==> src/rtl/styler_scan_sequencer_if.sv <==
// -----------------------------------------------------------------------------
// styler_scan_sequencer_if
//
// Bus bundle between the scan sequencer and its two neighbours:
//   * fetch port : req_valid/req_ready handshake carrying the cell address
//                  (req_col, req_row). The answer comes back later as a
//                  single-cycle rsp_valid pulse with rsp_bitmap/rsp_attr.
//   * styler port: cell_valid/cell_ready handshake carrying the scanline,
//                  glyph bitmap row, attribute word and cursor flag of the
//                  cell currently on offer.
//
// Modports:
//   master - the sequencer (drives requests and styler inputs)
//   slave  - the environment (fetch memory plus the downstream styler)
// -----------------------------------------------------------------------------
interface styler_scan_sequencer_if;

  // Fetch request / response
  logic        req_valid;
  logic        req_ready;
  logic [6:0]  req_col;
  logic [4:0]  req_row;
  logic        rsp_valid;
  logic [15:0] rsp_bitmap;
  logic [24:0] rsp_attr;

  // Styler presentation
  logic        cell_valid;
  logic        cell_ready;
  logic [3:0]  sty_scanline;
  logic [15:0] sty_bitmap;
  logic [24:0] sty_attr;
  logic        cursor_hit;

  modport master (
    output req_valid,
    output req_col,
    output req_row,
    input  req_ready,
    input  rsp_valid,
    input  rsp_bitmap,
    input  rsp_attr,
    output cell_valid,
    output sty_scanline,
    output sty_bitmap,
    output sty_attr,
    output cursor_hit,
    input  cell_ready
  );

  modport slave (
    input  req_valid,
    input  req_col,
    input  req_row,
    output req_ready,
    output rsp_valid,
    output rsp_bitmap,
    output rsp_attr,
    input  cell_valid,
    input  sty_scanline,
    input  sty_bitmap,
    input  sty_attr,
    input  cursor_hit,
    output cell_ready
  );

endinterface

==> src/rtl/styler_scan_sequencer.sv <==
// -----------------------------------------------------------------------------
// styler_scan_sequencer
//
// Walks a text frame one character cell at a time, column fastest, then
// scanline, then row. For every (col, scan, row) step it fetches the glyph
// bitmap row and attribute word of cell (col, row), then offers them to the
// character styler together with the scanline number and a cursor flag.
// It also derives the faint and blink phase clocks from frame counts; both
// phases change only at frame boundaries.
//
// Parameters:
//   COLS         text columns per row        (2..128)
//   ROWS         text rows per frame         (2..32)
//   SCANLINES    scanlines per cell          (2..16)
//   BLINK_FRAMES frames per blink_phase flip (1..255)
//
// Ports:
//   clk          clock
//   rst_n        synchronous active-low reset
//   start        begin a frame (only looked at while idle)
//   continuous   chain straight into the next frame at frame end
//   bus          fetch + styler handshakes (styler_scan_sequencer_if.master)
//   cursor_col   cursor column
//   cursor_row   cursor row
//   faint_phase  toggles once per frame
//   blink_phase  toggles once every BLINK_FRAMES frames
//   busy         frame in progress
//   frame_done   one-cycle pulse after the last cell of a frame is consumed
//
// Build option:
//   STYLER_SEQ_CURSOR_EN  when defined, cursor_hit flags the cell at
//                         (cursor_col, cursor_row) on every scanline; when
//                         undefined the compare is absent, cursor_hit stays 0
//                         and the cursor inputs are unused.
// -----------------------------------------------------------------------------
module styler_scan_sequencer #(
  parameter int COLS         = 80,
  parameter int ROWS         = 25,
  parameter int SCANLINES    = 16,
  parameter int BLINK_FRAMES = 16
) (
  input  logic       clk,
  input  logic       rst_n,
  input  logic       start,
  input  logic       continuous,
  styler_scan_sequencer_if.master bus,
  input  logic [6:0] cursor_col,
  input  logic [4:0] cursor_row,
  output logic       faint_phase,
  output logic       blink_phase,
  output logic       busy,
  output logic       frame_done
);

  localparam logic [6:0] COL_LAST   = 7'(COLS - 1);
  localparam logic [3:0] SCAN_LAST  = 4'(SCANLINES - 1);
  localparam logic [4:0] ROW_LAST   = 5'(ROWS - 1);
  localparam logic [7:0] BLINK_LAST = 8'(BLINK_FRAMES - 1);

  typedef enum logic [1:0] {
    ST_IDLE,
    ST_FETCH,
    ST_WAIT,
    ST_PRESENT
  } state_t;

  state_t      state;

  // Frame position of the cell currently being fetched / presented.
  logic [6:0]  col;
  logic [3:0]  scan;
  logic [4:0]  row;

  // Frames seen since the last blink_phase flip.
  logic [7:0]  blink_cnt;

  // Registered outputs.
  logic        req_valid_q;
  logic        cell_valid_q;
  logic [3:0]  sty_scanline_q;
  logic [15:0] sty_bitmap_q;
  logic [24:0] sty_attr_q;
  logic        cursor_hit_q;
  logic        faint_q;
  logic        blink_q;
  logic        busy_q;
  logic        frame_done_q;

  // Next-position decode.
  logic        col_wrap;
  logic        scan_wrap;
  logic        last_cell;
  logic [6:0]  col_nxt;
  logic [3:0]  scan_nxt;
  logic [4:0]  row_nxt;
  logic        cursor_match;

  // NOTE: every signal driven here gets a default before any branch, so no
  // path through the block can leave it unassigned and infer a latch.
  always_comb begin
    col_wrap  = 1'b0;
    scan_wrap = 1'b0;
    last_cell = 1'b0;
    col_nxt   = col;
    scan_nxt  = scan;
    row_nxt   = row;

    col_wrap  = (col == COL_LAST);
    scan_wrap = (scan == SCAN_LAST);
    last_cell = col_wrap && scan_wrap && (row == ROW_LAST);

    if (col_wrap) begin
      col_nxt = '0;
      if (scan_wrap) begin
        scan_nxt = '0;
        // Row overflow only happens on the last cell, which clears the
        // counters on its own path, so no wrap is needed here.
        row_nxt  = row + 5'd1;
      end else begin
        scan_nxt = scan + 4'd1;
      end
    end else begin
      col_nxt = col + 7'd1;
    end
  end

`ifdef STYLER_SEQ_CURSOR_EN
  always_comb begin
    cursor_match = (col == cursor_col) && (row == cursor_row);
  end
`else
  always_comb begin
    cursor_match = 1'b0;
  end

  // Cursor position is irrelevant in this build; fold it into a sink so the
  // inputs stay on the port list without dangling.
  logic unused_cursor;
  assign unused_cursor = ^{cursor_col, cursor_row};
`endif

  // NOTE: all state below is updated with non-blocking assignments so every
  // register samples the pre-edge values of its neighbours, independent of
  // statement order in the block.
  always_ff @(posedge clk) begin
    if (!rst_n) begin
      state          <= ST_IDLE;
      col            <= '0;
      scan           <= '0;
      row            <= '0;
      blink_cnt      <= '0;
      req_valid_q    <= 1'b0;
      cell_valid_q   <= 1'b0;
      // NOTE: the styler datapath registers are reset as well, not only the
      // control bits, because every output must read zero after reset.
      sty_scanline_q <= '0;
      sty_bitmap_q   <= '0;
      sty_attr_q     <= '0;
      cursor_hit_q   <= 1'b0;
      faint_q        <= 1'b0;
      blink_q        <= 1'b0;
      busy_q         <= 1'b0;
      frame_done_q   <= 1'b0;
    end else begin
      frame_done_q <= 1'b0;

      unique case (state)
        ST_IDLE: begin
          if (start) begin
            col         <= '0;
            scan        <= '0;
            row         <= '0;
            req_valid_q <= 1'b1;
            busy_q      <= 1'b1;
            state       <= ST_FETCH;
          end
        end

        ST_FETCH: begin
          // Address (col,row) is held by the counters until accepted.
          if (req_valid_q && bus.req_ready) begin
            req_valid_q <= 1'b0;
            state       <= ST_WAIT;
          end
        end

        ST_WAIT: begin
          // Only a response arriving here is taken; a pulse coincident with
          // the request handshake is seen while still in ST_FETCH and dropped.
          if (bus.rsp_valid) begin
            sty_bitmap_q   <= bus.rsp_bitmap;
            sty_attr_q     <= bus.rsp_attr;
            sty_scanline_q <= scan;
            cursor_hit_q   <= cursor_match;
            cell_valid_q   <= 1'b1;
            state          <= ST_PRESENT;
          end
        end

        ST_PRESENT: begin
          if (cell_valid_q && bus.cell_ready) begin
            cell_valid_q <= 1'b0;
            if (last_cell) begin
              frame_done_q <= 1'b1;
              faint_q      <= ~faint_q;
              if (blink_cnt == BLINK_LAST) begin
                blink_cnt <= '0;
                blink_q   <= ~blink_q;
              end else begin
                blink_cnt <= blink_cnt + 8'd1;
              end
              col  <= '0;
              scan <= '0;
              row  <= '0;
              if (continuous) begin
                req_valid_q <= 1'b1;
                state       <= ST_FETCH;
              end else begin
                busy_q <= 1'b0;
                state  <= ST_IDLE;
              end
            end else begin
              col         <= col_nxt;
              scan        <= scan_nxt;
              row         <= row_nxt;
              req_valid_q <= 1'b1;
              state       <= ST_FETCH;
            end
          end
        end

        default: state <= ST_IDLE;
      endcase
    end
  end

  assign bus.req_valid    = req_valid_q;
  assign bus.req_col      = col;
  assign bus.req_row      = row;
  assign bus.cell_valid   = cell_valid_q;
  assign bus.sty_scanline = sty_scanline_q;
  assign bus.sty_bitmap   = sty_bitmap_q;
  assign bus.sty_attr     = sty_attr_q;
  assign bus.cursor_hit   = cursor_hit_q;

  assign faint_phase = faint_q;
  assign blink_phase = blink_q;
  assign busy        = busy_q;
  assign frame_done  = frame_done_q;

endmodule

==> src/flat_wrapper.sv <==
// flat-port wrapper written by rule: the top's interface ports become plain ports
module styler_scan_sequencer_flat 
#(
  parameter int COLS         = 80,
  parameter int ROWS         = 25,
  parameter int SCANLINES    = 16,
  parameter int BLINK_FRAMES = 16
)
  (clk, rst_n, start, continuous, cursor_col, cursor_row, faint_phase, blink_phase, busy, frame_done, bus_req_valid, bus_req_col, bus_req_row, bus_req_ready, bus_rsp_valid, bus_rsp_bitmap, bus_rsp_attr, bus_cell_valid, bus_sty_scanline, bus_sty_bitmap, bus_sty_attr, bus_cursor_hit, bus_cell_ready);
  styler_scan_sequencer_if bus_i ();
  input  logic clk;
  input  logic rst_n;
  input  logic start;
  input  logic continuous;
  input  logic [6:0] cursor_col;
  input  logic [4:0] cursor_row;
  output logic faint_phase;
  output logic blink_phase;
  output logic busy;
  output logic frame_done;
  output wire logic [$bits(bus_i.req_valid)-1:0] bus_req_valid;
  output wire logic [$bits(bus_i.req_col)-1:0] bus_req_col;
  output wire logic [$bits(bus_i.req_row)-1:0] bus_req_row;
  input wire logic [$bits(bus_i.req_ready)-1:0] bus_req_ready;
  input wire logic [$bits(bus_i.rsp_valid)-1:0] bus_rsp_valid;
  input wire logic [$bits(bus_i.rsp_bitmap)-1:0] bus_rsp_bitmap;
  input wire logic [$bits(bus_i.rsp_attr)-1:0] bus_rsp_attr;
  output wire logic [$bits(bus_i.cell_valid)-1:0] bus_cell_valid;
  output wire logic [$bits(bus_i.sty_scanline)-1:0] bus_sty_scanline;
  output wire logic [$bits(bus_i.sty_bitmap)-1:0] bus_sty_bitmap;
  output wire logic [$bits(bus_i.sty_attr)-1:0] bus_sty_attr;
  output wire logic [$bits(bus_i.cursor_hit)-1:0] bus_cursor_hit;
  input wire logic [$bits(bus_i.cell_ready)-1:0] bus_cell_ready;
  assign bus_req_valid = bus_i.req_valid;
  assign bus_req_col = bus_i.req_col;
  assign bus_req_row = bus_i.req_row;
  assign bus_i.req_ready = bus_req_ready;
  assign bus_i.rsp_valid = bus_rsp_valid;
  assign bus_i.rsp_bitmap = bus_rsp_bitmap;
  assign bus_i.rsp_attr = bus_rsp_attr;
  assign bus_cell_valid = bus_i.cell_valid;
  assign bus_sty_scanline = bus_i.sty_scanline;
  assign bus_sty_bitmap = bus_i.sty_bitmap;
  assign bus_sty_attr = bus_i.sty_attr;
  assign bus_cursor_hit = bus_i.cursor_hit;
  assign bus_i.cell_ready = bus_cell_ready;
  styler_scan_sequencer #(.COLS(COLS), .ROWS(ROWS), .SCANLINES(SCANLINES), .BLINK_FRAMES(BLINK_FRAMES)) u_core (.clk(clk), .rst_n(rst_n), .start(start), .continuous(continuous), .bus(bus_i), .cursor_col(cursor_col), .cursor_row(cursor_row), .faint_phase(faint_phase), .blink_phase(blink_phase), .busy(busy), .frame_done(frame_done));
endmodule
==> config.mk <==
export PLATFORM = sky130hd
export DESIGN_NAME = styler_scan_sequencer_flat
export DESIGN_NICKNAME = d
export VERILOG_FILES = /design/src/rtl/styler_scan_sequencer_if.sv /design/src/rtl/styler_scan_sequencer.sv /design/src/flat_wrapper.sv
export SDC_FILE = /design/constraint.sdc
export NUM_CORES = 1
export LEC_CHECK = 0
export CAP_MARGIN = 20
export CORE_MARGIN = 2
export CORE_UTILIZATION = 45
export DETAILED_ROUTE_END_ITERATION = 12
export PLACE_DENSITY = 0.81
export SLEW_MARGIN = 20
export SYNTH_ARGS = -nofsm -noshare
export SYNTH_HDL_FRONTEND = slang
export SYNTH_SLANG_ARGS = --single-unit
export TNS_END_PERCENT = 20
==> constraint.sdc <==
create_clock -name clk -period 5.9 [get_ports clk]
set_input_delay 0.59 -clock clk [delete_from_list [all_inputs] [get_ports clk]]
set_output_delay 0.59 -clock clk [all_outputs]
set_load 0.01 [all_outputs]
Word-level counts from Yosys, hierarchy flattened
Index checks and enable logic that the tools add are counted.
Word-level totals
  register bits: 77
  input port bits: 60
  output and inout bits: 64
  word-level logic and storage cells: 94
Cells by class
  add/subtract/negate cells: 4
  eq/ne operators: 16
  muxes and demuxes: 39
  bitwise logic cells: 2
  reduce and logical (&&, ||, !) cells: 19
Operator list (count)
  7-bit two-way mux: 4
  5-bit two-way mux: 5
  4-bit two-way mux: 5
  5-bit AND reduction: 3
  7-bit case mux with 2 select lines: 1
  1-bit two-way mux: 13
  3-bit AND reduction: 4
  4-bit AND reduction: 3
  5-bit case mux with 2 select lines: 1
  8-bit by 1-bit adder with 8-bit output, second input constant: 1
  8-bit by 4-bit equality test with 1-bit output, second input constant: 1
  2-bit two-way mux: 4
  8-bit two-way mux: 1
  2-bit case mux with 4 select lines: 1
  4-bit case mux with 2 select lines: 1
  7-bit by 1-bit adder with 7-bit output, second input constant: 1
  7-bit equality test, second input constant: 1
  2-bit by 1-bit inequality test with 1-bit output, second input constant: 3
  2-bit inequality test, second input constant: 3
  3-bit by 1-bit inequality test with 1-bit output, second input constant: 2
  5-bit by 1-bit adder with 5-bit output, second input constant: 1
  5-bit equality test, second input constant: 1
  4-bit by 1-bit adder with 4-bit output, second input constant: 1
  2-bit equality test, second input constant: 2
  other kinds (11): 17

Depth between registers and ports, before layout
Gate-level depths: netlist of the first run.
  depth after elaboration: 6
  gate-level depth with buffers: 8
  depth with buffers taken out: 6

Worst setup path after synthesis of the first run
No wires, ideal clock.
  path type: register -> register
  start: reg u_core.state[0]
  end: reg u_core.busy_q, in the netlist u_core.busy
  setup time: 0.135 ns
  arrival: 1.708 ns
  slack: 4.058 ns
  stages on the path, launching flop included: 9
  cell sequence: dfxtp_1 -> inv_1 -> ha_1 -> mux2_2 -> nand2_1 -> buf_2 -> buf_2 -> o311ai_0 -> o31ai_1
On the way
  cells in the longest elaborated chain, start to end: 3
  elaborated cells between the ends (all ways): 9
  classes of those cells: eq/ne: 5; mux: 1; reduce/logical: 3
Ends and longest elaborated chain
  from (decl): RTL line styler_scan_sequencer.sv:67  | state_t state;
  from (signal assigned): RTL line styler_scan_sequencer.sv:147  | state <= ST_IDLE;
  from (signal assigned): RTL line styler_scan_sequencer.sv:175  | state <= ST_FETCH;
  from (signal assigned): RTL line styler_scan_sequencer.sv:183  | state <= ST_WAIT;
  2-bit equality test / 2-bit logical NOT (equally long branches): RTL line styler_scan_sequencer.sv:167  | unique case (state)
  2-bit by 1-bit inequality test with 1-bit output (no source line) (tied with other cells)
  5-bit AND reduction (no source line)
  to (signal assigned): RTL line styler_scan_sequencer.sv:162  | busy_q <= 1'b0;
  to (signal assigned): RTL line styler_scan_sequencer.sv:174  | busy_q <= 1'b1;
  to (signal assigned): RTL line styler_scan_sequencer.sv:219  | busy_q <= 1'b0;
  to (decl): RTL line styler_scan_sequencer.sv:86  | logic busy_q;
Several ways; a longest one is shown, not always the timed one.
A chain may end at the register's enable or synchronous reset.

==> results of run 1 <==
==> synth_stat cells (all sizes together), types with 2 or more instances <==
library cell  count
clkbuf           19
or3               7
nor2b             2
inv               9
mux2              2
nand3b            2
nor2              8
buf               5
mux2i             3
ha               10
nand2            96
o21ai            10
dfxtp            77
nor4b             2
and3              4
a31oi             2
a211oi            5
nor3              5
o41ai             2
a21oi            60
xnor2             3
o31ai             9
nand3            14
o311ai            4
nand4             5
and2              3
or4               8
xor2              2
==> logic make-up after synthesis <==
group                    count (synthesis)  synth area share
flip-flops                              77             0.458
adder cells (fa/ha/maj)                 10            0.0372
other                                    1           0.00111
AO/OA/AOI/OAI                          101             0.184
XOR/XNOR                                 5            0.0130
buffers and inverters                   33            0.0558
AND/OR/NAND/NOR                        163             0.236
multiplexers                             5            0.0156
==> per-stage QoR <==
stage          power, W   util  worst slack (ns)  hold slack, ns
6_report        0.00141  0.643              3.18           0.457
3_3_place_gp   0.000973  0.614              3.24           0.441
4_1_cts         0.00142  0.643              3.50           0.457
5_1_grt         0.00149  0.643              2.95           0.477
3_5_place_dp   0.000990  0.614              3.20           0.446
2_1_floorplan  0.000833      -              4.06           0.448
==> cell type report <==
class | count | share of cell area
multi-input cells | 285 | 0.351
flip-flops and latches | 77 | 0.330
clock inverters | 5 | 0.0161
inverters | 9 | 0.00751
well taps | 99 | 0.0265
repair buffers | 112 | 0.239
clock buffers | 10 | 0.0295
==> cells in the final DEF, fill, tap and decap left out, types with 2 or more instances in the layout <==
cell,n
a211oi_1,5
a21oi_1,60
and2_1,3
and3_1,3
buf_4,2
bufinv_16,2
clkbuf_8,10
clkdlybuf4s50_1,110
clkinv_2,4
dfxtp_1,77
ha_1,10
inv_1,8
mux2_2,2
mux2i_1,3
nand2_1,96
nand3_1,14
nand3b_1,2
nand4_1,4
nor2_1,8
nor2b_1,2
nor3_1,5
nor4b_1,2
o21ai_0,10
o311ai_0,4
o31ai_1,9
o41ai_1,2
or3_1,4
or3_4,2
or4_1,8
xnor2_1,3
xor2_1,2
==> worst max path at each step <==
stage / from / to / cells past startpoint
global placement: rst_n / u_core.blink_cnt[7] / 4
global route: rst_n / u_core.blink_cnt[7] / 4
floorplan: u_core.state[0] / u_core.busy / 8
finish: rst_n / u_core.blink_cnt[7] / 4
detailed placement: rst_n / u_core.blink_cnt[7] / 4
CTS: u_core.state[1] / u_core.bus.req_row[3] / 5
==> metal layers <==
layer / global-route usage / routed length (um) / vias to the layer above
met5: 0 / 0 / -
met4: 0.103 / 246 / 0
met3: 0.0392 / 422 / 21
met2: 0.346 / 4110 / 95
met1: 0.270 / 3660 / 1509
li1: - / - / 1588
==> critical path, stage by stage <==
cell	delay [ns]
clkdlybuf4s50_1	0.71
clkinv_2	0.79
or3_2	0.74
o22ai_1	0.14
==> power groups by stage <==
stage	registers, W	clock network (W)	logic [W]
floorplan	0.000628	0	0.000206
global placement	0.000612	0	0.000362
detailed placement	0.000615	0	0.000375
CTS	0.000602	0.000439	0.000378
global route	0.000609	0.000462	0.000415
finish	0.000603	0.000432	0.000375
==> flip-flops by register name (all words and copies together) (netlist names) <==
name / cells
u_core.bus.sty_attr: 25
u_core.busy: 1
u_core.bus.req_valid: 1
u_core.bus.req_col: 7
u_core.blink_phase: 1
u_core.frame_done: 1
u_core.bus.cell_valid: 1
u_core.faint_phase: 1
u_core.bus.sty_scanline: 4
u_core.blink_cnt: 8
u_core.bus.req_row: 5
u_core.bus.sty_bitmap: 16
u_core.state: 2
u_core.scan: 4
==> impl_metrics.yaml, run 1 <==
status:
  outcome: "completed"
clock_network:
  cts_buffer_depth: 2
  clock_latency_ns: 0.34
  clock-root-buffer: "clkbuf_8"
  cts_made_buffers: 9
  cts_resized: 0
  cts-htree-levels: 3
  cts_hold_buffers: 0
  postCtsSetupBuffers: 0
  clk_pin_slew_ns: 0.08
  tritoncts: "built"
  clock-sinks: 77
floorplanning:
  die-area_sq_um: 8190
  die_y_um: 90.5
  die_x_um: 90.5
  start_util: 0.464
  ioPinCount: 124
  coreArea_sq_um: 7250
  rows: 31
synth:
  ys_seq_area_frac: 0.458
  ys_ff_latch: 77
  synthTopCellsByArea: "dfxtp_1 (46%), nand2_1 (11%), a21oi_1 (8.9%)"
  postSynthCellCount: 395
  ys_types: 54
  syn_nets: 465
  avgSynthCellArea_sq_um: 8.52
  synth_edf_count: 0
  synth_top_area_share: 0.458
  async_reset_ff_frac: 0
  ys.flop_type: "dfxtp_1"
  synth_area_sq_um: 3370
  synth_warnings: 0
  synth_top_cell_by_area: "dfxtp_1"
routing:
  drcViolationCount: 0
  drtIter0Drc: 116
  routed_via_density: 5.38
  ant_nets: 0
  totalWireLength_um: 8440
  vias: 3213
  wl_per_cell_um: 14.1
  drt_first_pass_iters: 4
setup_path:
  rr_worst_depth: 5
  r2r_start: "u_core.state[1]"
  worstSetupPathType: "input pin to register"
  worstPathArrival_ns: 2.99
  r2r_end: "u_core.bus.req_row[3]"
  cp-start-kind: "input pin"
  cp.required_ns: 6.16
  worstSetupEndpointType: "register"
  reg2reg_slack_ns: 3.48
  crit_path_max_fanout: 68
sta:
  finalCriticalPeriod_ns: 2.72
  clock_skew_ns: 0.00590
  fin_crit_sh: 0.461
  worst_slew_pin_slew_ns: 0.905
  max_freq_mhz: 368
  hold_violations: 0
  setup_viol: 0
  rsz0062_at_grt: "false"
  fin_tns_setup_ns: 0
  slew_violations: 0
  relSlewSlack: 0.397
cells_and_area:
  seqCellArea_sq_um: 1540
  nFillCells: 622
  antennaDiodeCount: 0
  fin_nets: 564
  final_cells: 597
  drive_above_1_share: 0.0602
  multi_input_area_sq_um: 1640
  design_area_sq_um: 4670
  area_growth_pct: 38.6
global_route:
  antenna_found_initial: 0
  overflow: 0
  grt_pass1_wl_um: 14400
  grt_pass1_vias: 3041
  grt_start_max_net_pins: 69
  globalRouteTotalUtil: 0.212
hold_path:
  whs_path_depth: 2
  worstHoldStart: "u_core.bus.sty_attr[19]"
  min_to: "u_core.bus.sty_attr[19]"
  min_path_type: "register to register"
placed_design:
  place_area_sq_um: 4450
  dp.cells: 582
  dp_hpwl_um: 5890
  gp_congestion: 0.788
  numPortBuffers: 110
power_and_ir_drop:
  p_clk_frac: 0.306
  power.density_nw_per_um2: 302
  pwr-share-seq: 0.428
  combPwrFrac: 0.266
  p_int_w: 0.000989
  leakage_nw: 1.56
  vdd_drop_max_uv: 153
  swShare: 0.299
  p_sw_w: 0.000421
run:
  drv_cap: 0
(Power assumes the default switching activity.)
==> run 2, diff against run 1 <==
--- a/config.mk
+++ b/config.mk
@@ -7,9 +7,9 @@
 export LEC_CHECK = 0
 export CAP_MARGIN = 20
 export CORE_MARGIN = 2
-export CORE_UTILIZATION = 45
+export CORE_UTILIZATION = 44
 export DETAILED_ROUTE_END_ITERATION = 12
-export PLACE_DENSITY = 0.81
+export PLACE_DENSITY = 0.79
 export SLEW_MARGIN = 20
 export SYNTH_ARGS = -nofsm -noshare
 export SYNTH_HDL_FRONTEND = slang
==> constraint.sdc (replaced) <==
create_clock -name clk -period 2.6 [get_ports clk]
set_input_delay 0.26 -clock clk [delete_from_list [all_inputs] [get_ports clk]]
set_output_delay 0.26 -clock clk [all_outputs]
set_load 0.01 [all_outputs]
==> impl_metrics.yaml, run 2 (synthesized netlist as in run 1, its figures left out) <==
sta:
  max_freq_mhz: 433
  rsz0062_at_grt: "false"
  fin_crit_sh: 0.888
  slew_violations: 0
  hold_violations: 0
  worst_slew_pin_slew_ns: 0.648
  fin_tns_setup_ns: 0
  finalCriticalPeriod_ns: 2.31
  clock_skew_ns: 0.00626
  setup_viol: 0
  relSlewSlack: 0.568
global_route:
  overflow: 0
  grt_pass1_vias: 2968
  globalRouteTotalUtil: 0.195
  gr-max-usage-layer: "met2"
  use_met3: 0.0473
  met2_usage: 0.331
  globalRouteMet1Util: 0.249
  antenna_found_initial: 0
  grt_start_max_net_pins: 46
  grt_pass1_wl_um: 13600
hold_path:
  min_to: "u_core.bus.sty_attr[23]"
  min_path_type: "input pin to register"
  worstHoldStart: "bus_rsp_attr[23]"
  whs_path_depth: 3
routing:
  drcViolationCount: 0
  vias: 3219
  drtIter0Drc: 125
  ant_nets: 0
  totalWireLength_um: 8370
  routed_via_density: 5.33
  drt_first_pass_iters: 4
  wl_per_cell_um: 13.9
setup_path:
  crit_chain: "ha_1 -> mux2_2 -> nand2_1 -> buf_4 -> or4_1 -> a21oi_1"
  crit_buf_inv: 1
  crit_path_max_fanout: 14
  slowest_delay_ns: 0.50
  critical-path-top-delay-family: "simple AND/OR/NAND/NOR gates"
  rr_worst_depth: 6
  reg2reg_slack_ns: 0.29
  worstPathArrival_ns: 2.59
  cp.required_ns: 2.88
  r2r_start: "u_core.state[1]"
  cp-start-kind: "register"
  worstSetupPathType: "register to register"
  slowest_stage: "or4_1"
  worstSetupEndpointType: "register"
  r2r_end: "u_core.scan[3]"
power_and_ir_drop:
  p_int_w: 0.00207
  leakage_nw: 1.57
  pwr-share-seq: 0.453
  swShare: 0.315
  p_sw_w: 0.000951
  p_clk_frac: 0.260
  power.density_nw_per_um2: 647
  combPwrFrac: 0.287
  vdd_drop_max_uv: 334
clock_network:
  cts-htree-levels: 3
  cts_resized: 0
  postCtsSetupBuffers: 0
  clock_latency_ns: 0.35
  clock-sinks: 77
  tritoncts: "built"
  cts_made_buffers: 9
  cts_hold_buffers: 0
  clk_pin_slew_ns: 0.07
  cts_buffer_depth: 2
  clock-root-buffer: "clkbuf_8"
cells_and_area:
  layout_common_cells: "clkdlybuf4s50_1 (110), nand2_1 (96), dfxtp_1 (77)"
  drive_above_1_share: 0.0713
  final_util: 0.637
  fin_nets: 571
  antennaDiodeCount: 0
  area_growth_pct: 38.7
  final_common_cell: "clkdlybuf4s50_1"
  largest_reg_flops: 25
floorplanning:
  start_util: 0.459
  die_y_um: 91.5
  coreArea_sq_um: 7330
  die_x_um: 91.5
  die-area_sq_um: 8360
  rows: 31
  ioPinCount: 124
placed_design:
  numPortBuffers: 110
  gp_congestion: 0.785
  dp_hpwl_um: 5970
status:
  outcome: "completed"
run:
  drv_cap: 0
==> run 2: worst max path at each step <==
stage | start | to | slack, ns | depth (start not counted)
floorplan | u_core.state[0] | u_core.busy | 0.76 | 8
global placement | u_core.state[1] | u_core.scan[3] | 0.37 | 6
detailed placement | u_core.state[1] | u_core.scan[3] | 0.34 | 6
CTS | u_core.state[1] | u_core.scan[3] | 0.32 | 6
global route | u_core.state[1] | u_core.scan[3] | 0.15 | 6
finish | u_core.state[1] | u_core.scan[3] | 0.29 | 6
==> run 2: layer usage <==
metal / part of all wire / vias to the layer above / wire length [um]
li1: - / 1607 / -
met1: 0.46 / 1514 / 3890
met2: 0.48 / 91 / 4000
met4: 0.0057 / 0 / 48
met5: 0 / - / 0
met3: 0.051 / 7 / 429
==> run 2: power groups by stage <==
stage | clock network, W | logic [W] | registers [W]
floorplan | 0 | 0.000467 | 0.00142
global placement | 0 | 0.000844 | 0.00139
detailed placement | 0 | 0.000865 | 0.00139
CTS | 0.000808 | 0.000868 | 0.00137
global route | 0.000861 | 0.000946 | 0.00138
finish | 0.000787 | 0.000866 | 0.00137
==> run 2: worst min-delay path: cells and delay by family <==
kind,cells,cell delay [ns]
AOI/OAI and AO/OA,1,0.05
and+or+nand+nor,1,0.05
buffers and inverters,1,0.40
==> run 2: cell type report <==
cell class	count	area, sq um
inverters	9	33.8
well taps	99	124
repair buffers	119	1170
clock buffers	11	141
multi-input cells	285	1640
clock inverters	4	23.8
flip-flops and latches	77	1540
fillers	616	2660
==> run 2: per-stage QoR <==
| stage | total power (W) | instance area [sq um] | std cells | hold slack [ns] | worst slack (ns) |
|---|---|---|---|---|---|
| floorplan | 0.00189 | 3370 | 395 | 0.393 | 0.758 |
| global placement | 0.00223 | 4500 | 589 | 0.441 | 0.373 |
| detailed placement | 0.00226 | 4500 | 589 | 0.446 | 0.339 |
| CTS | 0.00304 | 4670 | 604 | 0.446 | 0.320 |
| global route | 0.00319 | 4670 | 604 | 0.449 | 0.149 |
| finish | 0.00302 | 4670 | 604 | 0.453 | 0.291 |
